===== config.mk =====
export PLATFORM = sky130hd
export DESIGN_NAME = mul_float_norm
export DESIGN_NICKNAME = d
export VERILOG_FILES = /design/src/rtl/mul_float_pkg.sv /design/src/rtl/mul_float_norm_stage.sv /design/src/rtl/mul_float_norm.sv
export SDC_FILE = /design/constraint.sdc
export NUM_CORES = 1
export LEC_CHECK = 0
export CORE_UTILIZATION = 35
export DETAILED_ROUTE_END_ITERATION = 12
export RECOVER_POWER = 25
export SLEW_MARGIN = 20
export SYNTH_ARGS = -nofsm -noshare
export SYNTH_HDL_FRONTEND = slang
export SYNTH_SLANG_ARGS = --single-unit

===== constraint.sdc =====
create_clock -name iCLOCK -period 3.45 [get_ports iCLOCK]
set_input_delay 0.69 -clock iCLOCK [delete_from_list [all_inputs] [get_ports iCLOCK]]
set_output_delay 0.69 -clock iCLOCK [all_outputs]
set_load 0.02 [all_outputs]

===== src/rtl/mul_float_pkg.sv =====
// Shared types and constants for the float32 multiplier normalise/round stage.
package mul_float_pkg;

    typedef enum logic [1:0] {
        SPC_NONE = 2'd0,
        SPC_ZERO = 2'd1,
        SPC_INF  = 2'd2,
        SPC_NAN  = 2'd3
    } special_e;

    localparam int unsigned     EXP_BIAS = 127;
    localparam logic [9:0]      EXP_MAX  = 10'd255;
    localparam logic [31:0]     QNAN     = 32'h7FC0_0000;

    typedef struct packed {
        logic       sign;
        logic [9:0] exp;
        logic [22:0] mant;
        logic       guard;
        logic       sticky;
        special_e   special;
    } s0_payload_t;

    typedef struct packed {
        logic [31:0] result;
        logic        invalid;
        logic        overflow;
        logic        underflow;
        logic        inexact;
    } s1_payload_t;

    // Infinity times zero is invalid; otherwise infinity dominates zero.
    function automatic special_e decode_special(
        input logic a0,
        input logic b0,
        input logic a1,
        input logic b1
    );
        special_e code;
        if ((a1 | b1) & (a0 | b0)) begin
            code = SPC_NAN;
        end else if (a1 | b1) begin
            code = SPC_INF;
        end else if (a0 | b0) begin
            code = SPC_ZERO;
        end else begin
            code = SPC_NONE;
        end
        return code;
    endfunction

endpackage


===== src/rtl/mul_float_norm_stage.sv =====
// Generic valid/busy register stage: loads when downstream is not busy, holds otherwise.
module mul_float_norm_stage #(
    parameter int W = 1
) (
    input  logic         clk,
    input  logic         rst_n,
    input  logic         srst,
    input  logic         in_valid,
    input  logic         in_busy,
    input  logic [W-1:0] in_data,
    output logic         out_valid,
    output logic [W-1:0] out_data
);

    logic         valid_d, valid_q;
    logic [W-1:0] data_d, data_q;

    // Next-state: synchronous clear, load when free, hold under stall.
    always_comb begin
        valid_d = valid_q;
        data_d  = data_q;
        if (srst) begin
            valid_d = 1'b0;
            data_d  = {W{1'b0}};
        end else if (!in_busy) begin
            valid_d = in_valid;
            data_d  = in_data;
        end else begin
            valid_d = valid_q;
            data_d  = data_q;
        end
    end

    // Stage register with asynchronous clear.
    always_ff @(posedge clk or negedge rst_n) begin
        if (!rst_n) begin
            valid_q <= 1'b0;
            data_q  <= {W{1'b0}};
        end else begin
            valid_q <= valid_d;
            data_q  <= data_d;
        end
    end

    assign out_valid = valid_q;
    assign out_data  = data_q;

endmodule


===== src/rtl/mul_float_norm.sv =====
// Float32 multiplier back end: normalise the 48-bit product, round to nearest-even,
// resolve special values and pack the IEEE-754 result over two register stages.
module mul_float_norm
    import mul_float_pkg::*;
#(
    parameter logic [31:0] P_QNAN = QNAN
) (
    input  logic        iCLOCK,
    input  logic        inRESET,
    input  logic        iRESET_SYNC,
    input  logic        iDATA_REQ,
    output logic        oDATA_BUSY,
    input  logic        iDATA_SIGN,
    input  logic [9:0]  iDATA_EXP,
    input  logic [47:0] iDATA_FRACT,
    input  logic        iDATA_EXCEPT_EXP_A0,
    input  logic        iDATA_EXCEPT_EXP_B0,
    input  logic        iDATA_EXCEPT_EXP_A1,
    input  logic        iDATA_EXCEPT_EXP_B1,
    input  logic        iDATA_EXCEPT_FRACT_A0,
    input  logic        iDATA_EXCEPT_FRACT_B0,
    output logic        oDATA_VALID,
    input  logic        iDATA_BUSY,
    output logic [31:0] oDATA_RESULT,
    output logic        oDATA_INVALID,
    output logic        oDATA_OVERFLOW,
    output logic        oDATA_UNDERFLOW,
    output logic        oDATA_INEXACT
);

    s0_payload_t s0_d, s0_q;
    s1_payload_t s1_d, s1_q;
    logic        s0_valid_q;
    logic        s1_valid_q;
    logic        s0_load_s;
    logic [23:0] rnd_sum_s;
    logic        rnd_up_s;
    logic [9:0]  exp_rnd_s;
    logic        unused_s;

    // Fraction-zero exception inputs are reserved for future denormal support.
    assign unused_s   = iDATA_EXCEPT_FRACT_A0 ^ iDATA_EXCEPT_FRACT_B0;

    assign oDATA_BUSY = iDATA_BUSY;
    assign s0_load_s  = iDATA_REQ & ~iDATA_BUSY;

    // Normalise: product lies in [1,4); a set MSB means shift right by one and bump the exponent.
    always_comb begin
        s0_d.sign    = iDATA_SIGN;
        s0_d.special = decode_special(iDATA_EXCEPT_EXP_A0, iDATA_EXCEPT_EXP_B0,
                                      iDATA_EXCEPT_EXP_A1, iDATA_EXCEPT_EXP_B1);
        if (iDATA_FRACT[47]) begin
            s0_d.mant   = iDATA_FRACT[46:24];
            s0_d.guard  = iDATA_FRACT[23];
            s0_d.sticky = |iDATA_FRACT[22:0];
            s0_d.exp    = iDATA_EXP + 10'd1;
        end else begin
            s0_d.mant   = iDATA_FRACT[45:23];
            s0_d.guard  = iDATA_FRACT[22];
            s0_d.sticky = |iDATA_FRACT[21:0];
            s0_d.exp    = iDATA_EXP;
        end
    end

    mul_float_norm_stage #(
        .W($bits(s0_payload_t))
    ) u_stage0 (
        .clk       (iCLOCK),
        .rst_n     (inRESET),
        .srst      (iRESET_SYNC),
        .in_valid  (s0_load_s),
        .in_busy   (iDATA_BUSY),
        .in_data   (s0_d),
        .out_valid (s0_valid_q),
        .out_data  (s0_q)
    );

    // Round to nearest-even; a mantissa carry leaves Mr at zero and bumps the exponent.
    always_comb begin
        rnd_up_s  = s0_q.guard & (s0_q.sticky | s0_q.mant[0]);
        rnd_sum_s = {1'b0, s0_q.mant} + {23'd0, rnd_up_s};
        exp_rnd_s = s0_q.exp + {9'd0, rnd_sum_s[23]};
    end

    // Result selection in priority order: NaN, Inf, zero, overflow, underflow, normal.
    always_comb begin
        s1_d = '{result: 32'd0, invalid: 1'b0, overflow: 1'b0,
                 underflow: 1'b0, inexact: 1'b0};
        case (s0_q.special)
            SPC_NAN: begin
                s1_d.result  = P_QNAN;
                s1_d.invalid = 1'b1;
            end
            SPC_INF: begin
                s1_d.result = {s0_q.sign, 8'hFF, 23'd0};
            end
            SPC_ZERO: begin
                s1_d.result = {s0_q.sign, 31'd0};
            end
            SPC_NONE: begin
                if ($signed(exp_rnd_s) >= $signed(EXP_MAX)) begin
                    s1_d.result   = {s0_q.sign, 8'hFF, 23'd0};
                    s1_d.overflow = 1'b1;
                    s1_d.inexact  = 1'b1;
                end else if ($signed(exp_rnd_s) <= $signed(10'd0)) begin
                    s1_d.result    = {s0_q.sign, 31'd0};
                    s1_d.underflow = 1'b1;
                    s1_d.inexact   = 1'b1;
                end else begin
                    s1_d.result  = {s0_q.sign, exp_rnd_s[7:0], rnd_sum_s[22:0]};
                    s1_d.inexact = s0_q.guard | s0_q.sticky;
                end
            end
            default: begin
                s1_d.result  = P_QNAN;
                s1_d.invalid = 1'b1;
            end
        endcase
    end

    mul_float_norm_stage #(
        .W($bits(s1_payload_t))
    ) u_stage1 (
        .clk       (iCLOCK),
        .rst_n     (inRESET),
        .srst      (iRESET_SYNC),
        .in_valid  (s0_valid_q),
        .in_busy   (iDATA_BUSY),
        .in_data   (s1_d),
        .out_valid (s1_valid_q),
        .out_data  (s1_q)
    );

    assign oDATA_VALID     = s1_valid_q;
    assign oDATA_RESULT    = s1_q.result;
    assign oDATA_INVALID   = s1_q.invalid;
    assign oDATA_OVERFLOW  = s1_q.overflow;
    assign oDATA_UNDERFLOW = s1_q.underflow;
    assign oDATA_INEXACT   = s1_q.inexact;

endmodule

==> out/qor.csv, run 1 <==
metric;value;unit
setup TNS;0;ns
Clock Skew;0.00859;ns
H-tree Lvls;3;
largest net degree at the start of global routing;77;
starting density of the core;0.364;
Period Utilization, post-route;0.910;
Antenna Cells;0;
Pwr Total;2.33;mW
post-cts sizing count;0;
DRT iter0 DRCs;213;
DRC viols;0;
FP Rows;40;
Leakage;2.46;nW
core footprint;12200;um^2
root buf cell;clkbuf_16;
area share of the largest cell type after synthesis;0.428;
Pwr Density;397;nW/um^2
initial antenna violation count;0;
Worst-path clk slew;0.06;ns
Post-CTS Setup Repair Bufs;0;
Die W;115;um
HPWL after DPL;7600;um
worst skew pair latency;0.33;ns
Slew Limit Fails;77;
synthesized flop and latch total;76;
Layout area overhead;31.8;%
Hold WS;0.473;ns
CP arrival;3.36;ns
Vias/cell;4.95;
number of synthesized flops with an enable pin;0;
routed wire length;10400;um
Worst EP required;3.66;ns
Post-Syn Area;4440;um^2
TritonCTS clock tree;built;
GP Congestion;0.838;
max incr delay on CP;0.42;ns
CP Cell Sequence;nand3_1 -> nor3_2 -> and3_1 -> and3_1 -> ha_1 -> ha_1 -> and4_4 -> nand4_1 -> xor2_2 -> a2bb2o_4 -> nand4_4 -> buf_12 -> o21ai_0;
DR pass1 iterations;4;
share of cells above drive strength 1;0.108;
fin crit period;3.14;ns
Mapped Nets;563;
most frequent cells in the layout;clkdlybuf4s50_1, nor2_1, dfrtp_1;
async set-reset flop share out of synthesis;1.00;
actual slew at the worst max-slew pin;1.89;ns
register area share after synthesis;0.428;
Mapped Cells;489;
cell taking the most area after synthesis;dfrtp_1;
Setup Crit Path Kind;reg -> reg;
Final setup viols;0;
RSZ-0062 raised after global routing;false;
Slew HR;-0.262;
Yosys cell types;51;
Die Y;115;um
Post-Syn Area per Cell;9.09;um^2
status;finished, violations left;
top post-synthesis cells by area;dfrtp_1, nor2_1, mux2i_1;
FMAX;0.318;GHz
gr usage total;0.166;
most used flip-flop cell after synthesis;dfrtp_1;
first-pass GRT wire length;17000;um
largest vdd supply drop;0.000213;V
CP Max Fanout;23;
Max Cap Violations;1;
DIE AREA;13200;um^2
io pins;108;
Num CTS Buffers;9;
number of global-route vias before repair;3560;
most common cell after layout, fill and taps aside;clkdlybuf4s50_1;
Post-CTS Hold Buffers;0;
CP max stage cell;dfrtp_1;
failing checks;max-capacitance violations, max-slew violations;
via count;3726;
Hold Crit Class;reg -> reg;
Ys Warns;0;
Clock Sinks;76;
CP startpoint kind;flop;
nets;654;
Max clock buf depth;2;
wire per inst;13.8;um
gr ovfl total;0;
PortBufs;105;
Fin. Hold Viols;0;
Detail Route Antenna Nets;0;
crit path capture type;flop;
==> kinds of logic (layout without fill, tap and decap cells) <==
logic type	after synthesis	count (layout)	synth area share
XOR/XNOR	35	35	0.0690
multiplexers	28	28	0.0631
AND/OR/NAND/NOR	213	213	0.223
flip-flops	76	76	0.428
adder cells (fa/ha/maj)	4	4	0.0113
buffers and inverters	40	135	0.0580
AO/OA/AOI/OAI	93	93	0.148
==> through the flow <==
step	util	cells	cell area [um^2]	setup WS [ns]
4_1_cts	0.479	752	5850	0.202
6_report	0.480	752	5860	0.309
3_5_place_dp	0.453	737	5540	0.224
3_3_place_gp	0.453	737	5540	0.271
2_1_floorplan	-	489	4440	0.317
5_1_grt	0.480	752	5860	0.0579
==> critical path, delay by kind of cell (launching register included) <==
kind | cells | cell delay, ns
simple gates | 7 | 1.38
fa+ha+maj | 2 | 0.47
flops | 1 | 0.42
compound gates | 2 | 0.35
buf+inv | 1 | 0.21
xor+xnor | 1 | 0.20
==> state kept, by name, summed over array words and instances (netlist names) <==
register and cells:
u_stage1.out_data 36, u_stage0.out_valid 1, u_stage0.out_data 38, u_stage1.out_valid 1
==> power breakdown <==
| part | internal [mW] | leakage (nW) | switching (mW) |
|---|---|---|---|
| sequential | 0.934 | 1.03 | 0.0485 |
| combinational | 0.178 | 1.28 | 0.180 |
| clock | 0.630 | 0.148 | 0.358 |
==> routing by layer <==
layer / vias to the layer above / GRT usage / wire (um)
met3: 9 / 0.0386 / 632
met1: 1741 / 0.212 / 4810
met4: 0 / 0.0580 / 136
li1: 1872 / - / -
met5: - / 0 / 0
met2: 104 / 0.276 / 4780
==> cell usage after synthesis (all sizes together) (2+ instances only) <==
cell	n
buf	15
nor2b	6
nand4	10
nor3	5
o21a	2
a221oi	2
nor2	92
o31ai	4
a32o	2
and3	9
ha	4
clkbuf	19
dfrtp	76
xor2	20
a22o	2
a21oi	40
and2	2
or3	4
o311ai	2
inv	6
nand3	17
mux2i	28
o21ai	27
a211oi	4
nor4	10
nand2	53
xnor2	15
==> layout make-up <==
type                       instances  area (um^2)
multi-input combinational        373         2300
clock inverter                     6         88.8
clock buffer                       9          225
timing repair buffer             114         1110
inverter                           6         22.5
tap                              168          210
fill                            1245         6350
sequential                        76         1900
==> final timing paths <==
kind	slack, ns	startpoint	to	cells after the start
setup / recovery	0.31	u_stage0.out_data[10]	u_stage1.out_data[15]	13
hold / removal	0.47	u_stage1.out_data[28]	u_stage1.out_data[28]	2
setup reg to reg	0.31	u_stage0.out_data[10]	u_stage1.out_data[15]	13
hold reg to reg	0.47	u_stage1.out_data[28]	u_stage1.out_data[28]	2
max in group asynchronous	1.43	inRESET	u_stage1.out_data[33]	1
min in group asynchronous	0.84	inRESET	u_stage0.out_data[35]	1
Power figures use the tool's default switching activity.
==> inputs of run 2 (changes only) <==
--- a/config.mk
+++ b/config.mk
@@ -5,8 +5,9 @@
 export SDC_FILE = /design/constraint.sdc
 export NUM_CORES = 1
 export LEC_CHECK = 0
-export CORE_UTILIZATION = 35
+export CORE_UTILIZATION = 50
 export DETAILED_ROUTE_END_ITERATION = 12
+export PLACE_DENSITY = 0.81
 export RECOVER_POWER = 25
 export SLEW_MARGIN = 20
 export SYNTH_ARGS = -nofsm -noshare
==> out/qor.csv, run 2 (synthesis results as in run 1) <==
metric;value;unit
Leakage;2.43;nW
Die W;96.3;um
largest net degree at the start of global routing;77;
nets;658;
Worst-path clk slew;0.08;ns
io pins;108;
Clock Skew;0.00715;ns
Max clock buf depth;2;
CP Max Fanout;12;
CP max stage cell;dfrtp_1;
initial antenna violation count;0;
DIE AREA;9270;um^2
internal reg-to-reg setup slack;0.10;ns
combinational share of power;0.182;
most common cell after layout, fill and taps aside;clkdlybuf4s50_1;
number of global-route vias before repair;3620;
routed wire length;10500;um
share of cells above drive strength 1;0.111;
CP startpoint kind;flop;
Worst EP required;3.72;ns
PortBufs;105;
Num CTS Buffers;9;
Slew Limit Fails;77;
fill count;715;
first-pass GRT wire length;16500;um
Psw;556;uW
HP Start;u_stage1.out_data[21];
Seq pwr share;0.487;
gr usage total;0.233;
max incr delay on CP;0.43;ns
Post-CTS Hold Buffers;0;
Detail Route Antenna Nets;0;
Layout area overhead;28.4;%
Period Utilization, post-route;0.970;
Vias/cell;5.55;
Final setup viols;0;
Pwr Total;2.02;mW
H-tree Lvls;3;
clock power share;0.330;
RSZ-0062 raised after global routing;true;
actual slew at the worst max-slew pin;1.85;ns
max reg flops;38;
FP Rows;34;
crit path capture type;flop;
HPWL after DPL;7310;um
status;finished, violations left;
DRC viols;0;
DR pass1 iterations;4;
starting density of the core;0.512;
Reg-to-Reg Start;u_stage0.out_data[10];
failing checks;max-capacitance violations, max-slew violations;
CP Cell Sequence;nand3_1 -> nor3_1 -> and3_1 -> and3_1 -> ha_1 -> ha_1 -> and4_4 -> and2_4 -> nor4_1 -> o221ai_2 -> nand4_4 -> buf_12 -> o21ai_0;
Setup Crit Path Kind;reg -> reg;
largest vdd supply drop;0.000238;V
crit path from;u_stage0.out_data[10];
fin crit period;3.35;ns
gr ovfl total;0;
via count;3864;
Clock Sinks;76;
multi-input logic area;2310;um^2
most frequent cells in the layout;clkdlybuf4s50_1, nor2_1, dfrtp_1;
core footprint;8680;um^2
Slew HR;-0.230;
wire per inst;15.2;um
P_int;1.46;mW
FMAX;0.299;GHz
Max Cap Violations;1;
register area;1900;um^2
design area;5700;um^2
root buf cell;clkbuf_8;
Die Y;96.3;um
Pwr Density;354;nW/um^2
CP arrival;3.61;ns
Antenna Cells;0;
Sw Ratio;0.276;
placed cell area;5460;um^2
worst skew pair latency;0.35;ns
GP Congestion;0.877;
TritonCTS clock tree;built;
DRT iter0 DRCs;201;
Hold Crit Class;reg -> reg;
Fin. Hold Viols;0;
## run 2: cell types whose count changed in the layout (fill, tap and decap cells not counted), sizes merged
cell | previous run | this run
buf | 12 | 15
bufinv | 2 | 1
clkbuf | 10 | 11
clkinv | 1 | 3
clkinvlp | 2 | 1
inv | 7 | 6
nand4 | 10 | 11
## run 2: layout make-up
type,count,area share
Multi-Input combinational cell,374,0.405
Sequential cell,76,0.333
Timing Repair Buffer,117,0.201
Clock buffer,10,0.0241
Tap cell,108,0.0237
Clock inverter,5,0.00921
Inverter,6,0.00395
## run 2: what timing repair did
item                       4_1_cts  5_1_grt
gates cloned                     1        0
pin swaps                        2        2
resized for setup                1        0
setup endpoints to repair       23       23
buffers inserted                 0        2
## run 2: metrics by stage
step | cells | util | worst slack [ns] | TNS [ns] | hold slack, ns
2_1_floorplan | 489 | - | 0.317 | 0 | 0.394
3_3_place_gp | 678 | 0.629 | 0.0618 | 0 | 0.461
3_5_place_dp | 678 | 0.629 | -0.0992 | -0.225 | 0.466
4_1_cts | 694 | 0.653 | 0.00595 | 0 | 0.484
5_1_grt | 696 | 0.657 | -0.0517 | -0.103 | 0.501
6_report | 696 | 0.657 | 0.105 | 0 | 0.478
## run 2: worst paths after layout
| path | to | cells after the start |
|---|---|---|
| worst max register to register | u_stage1.out_data[16] | 13 |
| worst min register to register | u_stage1.out_data[21] | 2 |
| max in group asynchronous | u_stage1.out_data[33] | 1 |
| worst max-delay path | u_stage1.out_data[16] | 13 |
| worst min-delay path | u_stage1.out_data[21] | 2 |
| min in group asynchronous | u_stage1.out_data[16] | 1 |
## run 2: critical path: cells and delay by family, from the launching register on
kind / cells / cell delay, ns
adders and majority gates: 2 / 0.48
DFF: 1 / 0.43
AOI/OAI and AO/OA: 2 / 0.57
buffers and inverters: 1 / 0.21
and+or+nand+nor: 8 / 1.55
## run 2: metal layers
layer | global-route usage | up-vias | share of wire
li1 | - | 1879 | -
met1 | 0.289 | 1832 | 0.42
met2 | 0.405 | 135 | 0.51
met3 | 0.0411 | 18 | 0.057
met4 | 0.0833 | 0 | 0.017
met5 | 0 | - | 0
## run 2: power by group through the flow
| stage | Sequential (mW) | Combinational [mW] | Clock (mW) |
|---|---|---|---|
| 5_1_grt | 0.987 | 0.406 | 0.712 |
| 4_1_cts | 0.980 | 0.365 | 0.677 |
| 3_5_place_dp | 0.998 | 0.357 | 0 |
| 3_3_place_gp | 0.994 | 0.350 | 0 |
| 6_report | 0.982 | 0.368 | 0.667 |
| 2_1_floorplan | 0.996 | 0.201 | 0 |
